File: src/rtl/uigr_pkg.sv
// Shared types and constants for the in-game-reset sequencer.
package uigr_pkg;

  // Sequencer states.
  typedef enum logic [2:0] {
    ST_IDLE    = 3'd0,
    ST_ASSERT  = 3'd1,
    ST_GAP     = 3'd2,
    ST_HOLD    = 3'd3,
    ST_HOLDOFF = 3'd4
  } state_e;

  // Sequence request modes.
  localparam logic [1:0] MODE_SHORT = 2'd0;
  localparam logic [1:0] MODE_LONG  = 2'd1;
  localparam logic [1:0] MODE_BURST = 2'd2;
  localparam logic [1:0] MODE_HOLD  = 2'd3;

  // Default tick counts for a 50 MHz system clock.
  localparam int DEFAULT_SHORT_TICKS   = 10_000_000;   // 200 ms
  localparam int DEFAULT_LONG_TICKS    = 450_000_000;  // 9 s
  localparam int DEFAULT_GAP_TICKS     = 5_000_000;    // 100 ms
  localparam int DEFAULT_HOLDOFF_TICKS = 25_000_000;   // 500 ms

  // True when a non-negative tick count is representable in a counter of width w.
  function automatic bit ticks_fit(input longint value, input int w);
    if (w >= 63) return 1'b1;
    return value < (longint'(1) << w);
  endfunction

endpackage

File: src/rtl/uigr_tick_timer.sv
// Loadable down-counter; holds at zero and flags expiry while at zero.
module uigr_tick_timer #(
  parameter int COUNT_W = 32
) (
  input  logic               clk,
  input  logic               rst,
  input  logic               load_i,
  input  logic [COUNT_W-1:0] load_value_i,
  output logic [COUNT_W-1:0] value_o,
  output logic               expired_o
);

  logic [COUNT_W-1:0] count_q;
  logic [COUNT_W-1:0] count_d;

  // Load takes priority; otherwise count down and saturate at zero.
  always_comb begin
    count_d = count_q;
    if (load_i) begin
      count_d = load_value_i;
    end else if (count_q != '0) begin
      count_d = count_q - COUNT_W'(1);
    end
  end

  // Counter register.
  always_ff @(posedge clk or posedge rst) begin
    if (rst) begin
      count_q <= '0;
    end else begin
      count_q <= count_d;
    end
  end

  assign value_o   = count_q;
  assign expired_o = (count_q == '0);

endmodule

File: src/rtl/uigr_reset_sequencer.sv
// Console reset-line sequencer: short, long, burst or operator-held pulses,
// followed by an optional holdoff, with abort and a completion strobe.
module uigr_reset_sequencer
  import uigr_pkg::*;
#(
  parameter int SHORT_TICKS   = DEFAULT_SHORT_TICKS,
  parameter int LONG_TICKS    = DEFAULT_LONG_TICKS,
  parameter int GAP_TICKS     = DEFAULT_GAP_TICKS,
  parameter int HOLDOFF_TICKS = DEFAULT_HOLDOFF_TICKS,
  parameter int COUNT_W       = 32,
  parameter int PULSE_W       = 4,
  parameter bit OUT_INVERT    = 1'b0
) (
  input  logic               clk,
  input  logic               rst,
  input  logic               start,
  input  logic               abort,
  input  logic [1:0]         mode,
  input  logic [PULSE_W-1:0] pulses,
  output logic               out,
  output logic               busy,
  output logic               done
);

  // Parameter sanity, rejected at elaboration.
  if (SHORT_TICKS < 1) begin : g_bad_short
    $error("SHORT_TICKS must be at least 1");
  end
  if (LONG_TICKS < 1) begin : g_bad_long
    $error("LONG_TICKS must be at least 1");
  end
  if (GAP_TICKS < 1) begin : g_bad_gap
    $error("GAP_TICKS must be at least 1");
  end
  if (HOLDOFF_TICKS < 0) begin : g_bad_holdoff
    $error("HOLDOFF_TICKS must not be negative");
  end
  if (COUNT_W < 1 || PULSE_W < 1) begin : g_bad_width
    $error("COUNT_W and PULSE_W must be at least 1");
  end
  if (!ticks_fit(longint'(SHORT_TICKS), COUNT_W) || !ticks_fit(longint'(LONG_TICKS), COUNT_W) ||
      !ticks_fit(longint'(GAP_TICKS), COUNT_W) || !ticks_fit(longint'(HOLDOFF_TICKS), COUNT_W))
  begin : g_bad_fit
    $error("a tick count does not fit in COUNT_W bits");
  end

  // Timer reload values: load T-1 and expire at zero so each phase lasts T cycles.
  localparam logic [COUNT_W-1:0] SHORT_LOAD   = COUNT_W'(SHORT_TICKS - 1);
  localparam logic [COUNT_W-1:0] LONG_LOAD    = COUNT_W'(LONG_TICKS - 1);
  localparam logic [COUNT_W-1:0] GAP_LOAD     = COUNT_W'(GAP_TICKS - 1);
  localparam logic [COUNT_W-1:0] HOLDOFF_LOAD =
    (HOLDOFF_TICKS > 0) ? COUNT_W'(HOLDOFF_TICKS - 1) : '0;
  localparam bit HAS_HOLDOFF = (HOLDOFF_TICKS > 0);

  state_e             state_q, state_d;
  logic [1:0]         mode_q, mode_d;
  logic [PULSE_W-1:0] remain_q, remain_d;
  logic               out_q, out_d;
  logic               done_q, done_d;

  logic               tmr_load;
  logic [COUNT_W-1:0] tmr_load_val;
  logic [COUNT_W-1:0] tmr_value_unused;
  logic               tmr_expired;

  uigr_tick_timer #(
    .COUNT_W (COUNT_W)
  ) u_timer (
    .clk          (clk),
    .rst          (rst),
    .load_i       (tmr_load),
    .load_value_i (tmr_load_val),
    .value_o      (tmr_value_unused),
    .expired_o    (tmr_expired)
  );

  // State register.
  always_ff @(posedge clk or posedge rst) begin
    if (rst) begin
      state_q <= ST_IDLE;
    end else begin
      state_q <= state_d;
    end
  end

  // Next-state logic, timer reloads and request latching.
  always_comb begin
    state_d      = state_q;
    mode_d       = mode_q;
    remain_d     = remain_q;
    tmr_load     = 1'b0;
    tmr_load_val = '0;
    case (state_q)
      ST_IDLE: begin
        if (start) begin
          mode_d       = mode;
          // remain counts pulses still to come after the current one; 0 pulses acts as 1.
          remain_d     = (pulses == '0) ? '0 : pulses - PULSE_W'(1);
          state_d      = (mode == MODE_HOLD) ? ST_HOLD : ST_ASSERT;
          tmr_load     = 1'b1;
          tmr_load_val = (mode == MODE_LONG) ? LONG_LOAD : SHORT_LOAD;
        end
      end
      ST_ASSERT: begin
        if (tmr_expired) begin
          if (mode_q == MODE_BURST && remain_q != '0) begin
            state_d      = ST_GAP;
            tmr_load     = 1'b1;
            tmr_load_val = GAP_LOAD;
          end else begin
            state_d      = HAS_HOLDOFF ? ST_HOLDOFF : ST_IDLE;
            tmr_load     = HAS_HOLDOFF;
            tmr_load_val = HOLDOFF_LOAD;
          end
        end
      end
      ST_GAP: begin
        if (tmr_expired) begin
          remain_d     = remain_q - PULSE_W'(1);
          state_d      = ST_ASSERT;
          tmr_load     = 1'b1;
          tmr_load_val = SHORT_LOAD;
        end
      end
      ST_HOLD: begin
        // Operator hold: stay while start is held, but never shorter than a short pulse.
        if (!start && tmr_expired) begin
          state_d      = HAS_HOLDOFF ? ST_HOLDOFF : ST_IDLE;
          tmr_load     = HAS_HOLDOFF;
          tmr_load_val = HOLDOFF_LOAD;
        end
      end
      ST_HOLDOFF: begin
        if (tmr_expired) begin
          state_d = ST_IDLE;
        end
      end
      default: begin
        state_d = ST_IDLE;
      end
    endcase
    // Abort wins over everything, including a start on the same edge.
    if (abort && state_q != ST_IDLE) begin
      state_d  = ST_IDLE;
      tmr_load = 1'b0;
    end
  end

  // Output decode: out follows the next state so it can be driven from a flop.
  always_comb begin
    out_d  = ((state_d == ST_ASSERT) || (state_d == ST_HOLD)) ^ OUT_INVERT;
    done_d = (state_q != ST_IDLE) && (state_d == ST_IDLE) && !abort;
    busy   = (state_q != ST_IDLE);
  end

  // Registered outputs and latched request.
  always_ff @(posedge clk or posedge rst) begin
    if (rst) begin
      mode_q   <= MODE_SHORT;
      remain_q <= '0;
      out_q    <= OUT_INVERT;
      done_q   <= 1'b0;
    end else begin
      mode_q   <= mode_d;
      remain_q <= remain_d;
      out_q    <= out_d;
      done_q   <= done_d;
    end
  end

  assign out  = out_q;
  assign done = done_q;

endmodule

File: config.mk
export PLATFORM = sky130hd
export DESIGN_NAME = uigr_reset_sequencer
export DESIGN_NICKNAME = d
export VERILOG_FILES = /design/src/rtl/uigr_pkg.sv /design/src/rtl/uigr_tick_timer.sv /design/src/rtl/uigr_reset_sequencer.sv
export SDC_FILE = /design/constraint.sdc
export NUM_CORES = 1
export LEC_CHECK = 0
export BUFFER_PORTS_ARGS = -buffer_cell sky130_fd_sc_hd__buf_2
export CAP_MARGIN = 10
export CORE_MARGIN = 1
export CORE_UTILIZATION = 45
export DETAILED_ROUTE_END_ITERATION = 8
export GPL_TIMING_DRIVEN = 0
export PLACE_DENSITY_LB_ADDON = 0.2
export SYNTH_ARGS = -nofsm -noshare
export SYNTH_HDL_FRONTEND = slang
export SYNTH_SLANG_ARGS = --single-unit
File: constraint.sdc
create_clock -name clk -period 4.3 [get_ports clk]
set_input_delay 0.215 -clock clk [delete_from_list [all_inputs] [get_ports clk]]
set_output_delay 0.215 -clock clk [all_outputs]
set_load 0.05 [all_outputs]
==> impl_metrics.ini <==
[run_status]
outcome = completed

[finish]
regArea_um2 = 1080
diodes = 0
drive_above_1_share_pct = 12.8
design_area_um2 = 2930
area_delta_synth_final_pct = 10.9
multi_input_area_um2 = 1470
nFillCells = 527
fin_nets = 332
utilization_pct = 52.5

[drt]
firstDrtPassIters = 4
wl_per_cell_um = 16.5
vias = 2310
antenna_left = 0
drt_iter0_markers = 194
vias_per_cell = 5.89
remaining_drc_errors = 0
drt-total-wl_um = 6470

[die]
die_x_um = 78.6
die_area_um2 = 6180
core_area_um2 = 5570
ioPinCount = 13
fp.dieH_um = 78.6
rows = 27
start_util_pct = 47.4

[global_routing]
grt_busiest_layer = met2
grt_pass1_vias = 2260
grtUsageMet1_pct = 31.8
antenna_found_initial = 0
grtUsageMet3_pct = 4.88
grt_pass1_wl_um = 11000
grtUsageMet2_pct = 35.6
grt_max_degree = 24
grt_overflow = 0
track_usage_pct = 23.3

[worst_setup_path]
cp.required_ns = 4.48
r2r_start = u_timer.value_o[20]
path_cells = nor4_1 -> nand2_1 -> nor4_2 -> a21oi_1 -> nor2_1 -> a211oi_1
cp_slowest_stage_delay_ns = 0.86
startpoint = u_timer.value_o[20]
critPathSlowestCell = nor4_2
cp.arrival_ns = 3.07
crit_path_start_kind = flip-flop
criticalPathCategory = reg2reg
cp_top_family = simple AND/OR/NAND/NOR gates
worstPathMaxFanout = 8
endpoint_kind = flip-flop
path_buf_inv = 0

[clocking]
clk_pin_slew_ns = 0.08
clock_latency_ns = 0.30
ctsHtreeMaxLevel = 2
clock-root-buffer = clkbuf_8
cts_hold_buf = 1
postCtsSetupBuffers = 0
clk_path_buf_depth = 2
post_cts_resized = 0
numClockSinks = 43
cts_tree = built
cts_buffers = 5

[synth]
synth_area_per_cell_um2 = 8.86
synth_edf_count = 0
ys_ff_latch = 43
syn_nets = 311
syn_area_um2 = 2640
netlist.top_cell.by_area = dfrtp_1
synth_ff_type = dfrtp_1
ys_top_cells_by_area = dfrtp_1 41%, nor2_1 5.1%, a21oi_1 4.4%, nor3_1 4.2%, xnor2_1 3.6%
netlist-cell-type-count = 61
ys_seq_area_share_pct = 40.8
synth_most_common_cell = dfrtp_1
yosysWarnings = 0
synthArstFlopShare_pct = 100
yosys-top-cells-count = 43 x dfrtp_1, 36 x nor2_1, 23 x a21oi_1
synth_top_area_share_pct = 40.8
netlist_instances = 298

[placed_design]
gp_congestion = 0.814
port_buffers = 12
dpl.hpwl_um = 4700
dpl_cell_area_um2 = 2820

[timing]
setup_tns_ns = 0
timing.final.crit_period_ns = 2.89
slew_violations = 0
rsz0062_at_grt = false
setup_viol = 0
clock.fmax_mhz = 346
period_share_pct = 67.2
finalClockSkew_ns = 0.00596
tightest_slew_ns = 1.03
hold_viol = 0
holdWs_ns = 0.125
max-slew-margin-rel_pct = 31.2

[pwr]
power_frac_comb_pct = 45.9
cellInternalPower_w = 0.000991
ir_worst_vdd_v = 0.000278
total_power_w = 0.00177
p_leak_nw = 1.15
clockPowerShare_pct = 16.3
power_density_nw_per_um2 = 606
pwr-share-seq_pct = 37.8
p_sw_w = 0.000783
p_sw_share_pct = 44.1

[hold_path]
min_from = mode[0]
hp-class = in2reg

[job]
max_cap_violations = 0
[worst reg2reg max path: stages, from the launching register on]
cell and delay, ns:
dfrtp_1 0.43, nor4_1 0.52, nand2_1 0.28, nor4_2 0.86
a21oi_1 0.31, nor2_1 0.28, a211oi_1 0.08
[cell families (layout without fill, tap and decap cells)]
| kind of cell | Yosys count | after routing | share of synthesized area, % |
|---|---|---|---|
| DFF | 43 | 43 | 40.8 |
| xor gates and xnor gates | 19 | 19 | 6.30 |
| AOI/OAI and AO/OA | 65 | 65 | 16.3 |
| buffers and inverters | 21 | 43 | 3.60 |
| muxes | 1 | 1 | 0.379 |
| and+or+nand+nor | 146 | 146 | 31.2 |
| adders and majority gates | 3 | 3 | 1.42 |
[cells in the final DEF, fill, tap and decap left out, drive strengths merged, types with 2 or more instances in the layout]
cell	count
nand2	19
buf	19
nand3	7
inv	9
a21boi	2
o211a	2
and3	5
o211ai	3
or3	8
nand4	8
xnor2	11
nor4	14
nand2b	3
nor2b	2
and2	4
clkbuf	14
nor2	37
or4	4
a211oi	5
o21ai	11
a22o	2
nor3	23
ha	3
o22ai	2
dfrtp	43
or2	3
xor2	8
a221oi	2
nor3b	3
a21oi	23
o21a	2
[per-stage QoR]
| step | worst slack, ns | cells |
|---|---|---|
| 2_1_floorplan | 1.91 | 298 |
| 3_3_place_gp | 1.49 | 382 |
| 3_5_place_dp | 1.46 | 383 |
| 4_1_cts | 1.44 | 392 |
| 5_1_grt | 1.19 | 392 |
| 6_report | 1.41 | 392 |
[flip-flops by register name, summed over array words and instances (netlist names)]
name	count
remain_q	4
mode_q	2
out	1
u_timer.value_o	32
state_q	3
done	1
[power by group through the flow]
stage	sequential (W)	clock, W	combinational (W)
after floorplan	0.000674	0	0.000606
after global placement	0.000674	0	0.000794
after detailed placement	0.000677	0	0.000811
after CTS	0.000668	0.000296	0.000815
after global routing	0.000690	0.000313	0.000914
final	0.000671	0.000289	0.000814
[per-layer routing]
metal	vias up	share of wire [%]
li1	1137	-
met5	-	0
met2	50	46
met4	0	1.7
met1	1113	48
met3	10	4.4
[area by class of cell]
type	count	share of cell area, %
flip-flops and latches	43	36.8
well taps	72	3.08
repair buffers	14	3.33
plain buffers	12	2.09
clock buffers	8	3.42
multi-input cells	234	50.2
inverters	9	1.15
[worst paths after layout]
path / endpoint / slack (ns) / depth (start not counted)
worst max-delay path: u_timer.value_o[18] / 1.41 / 6
worst min-delay path: mode_q[0] / 0.13 / 3
worst max register to register: u_timer.value_o[18] / 1.41 / 6
worst min register to register: mode_q[0] / 0.48 / 2
max in group asynchronous: u_timer.value_o[9] / 3.33 / 4
min in group asynchronous: done / 0.48 / 3
No activity file was read; power rests on OpenSTA's default activity.
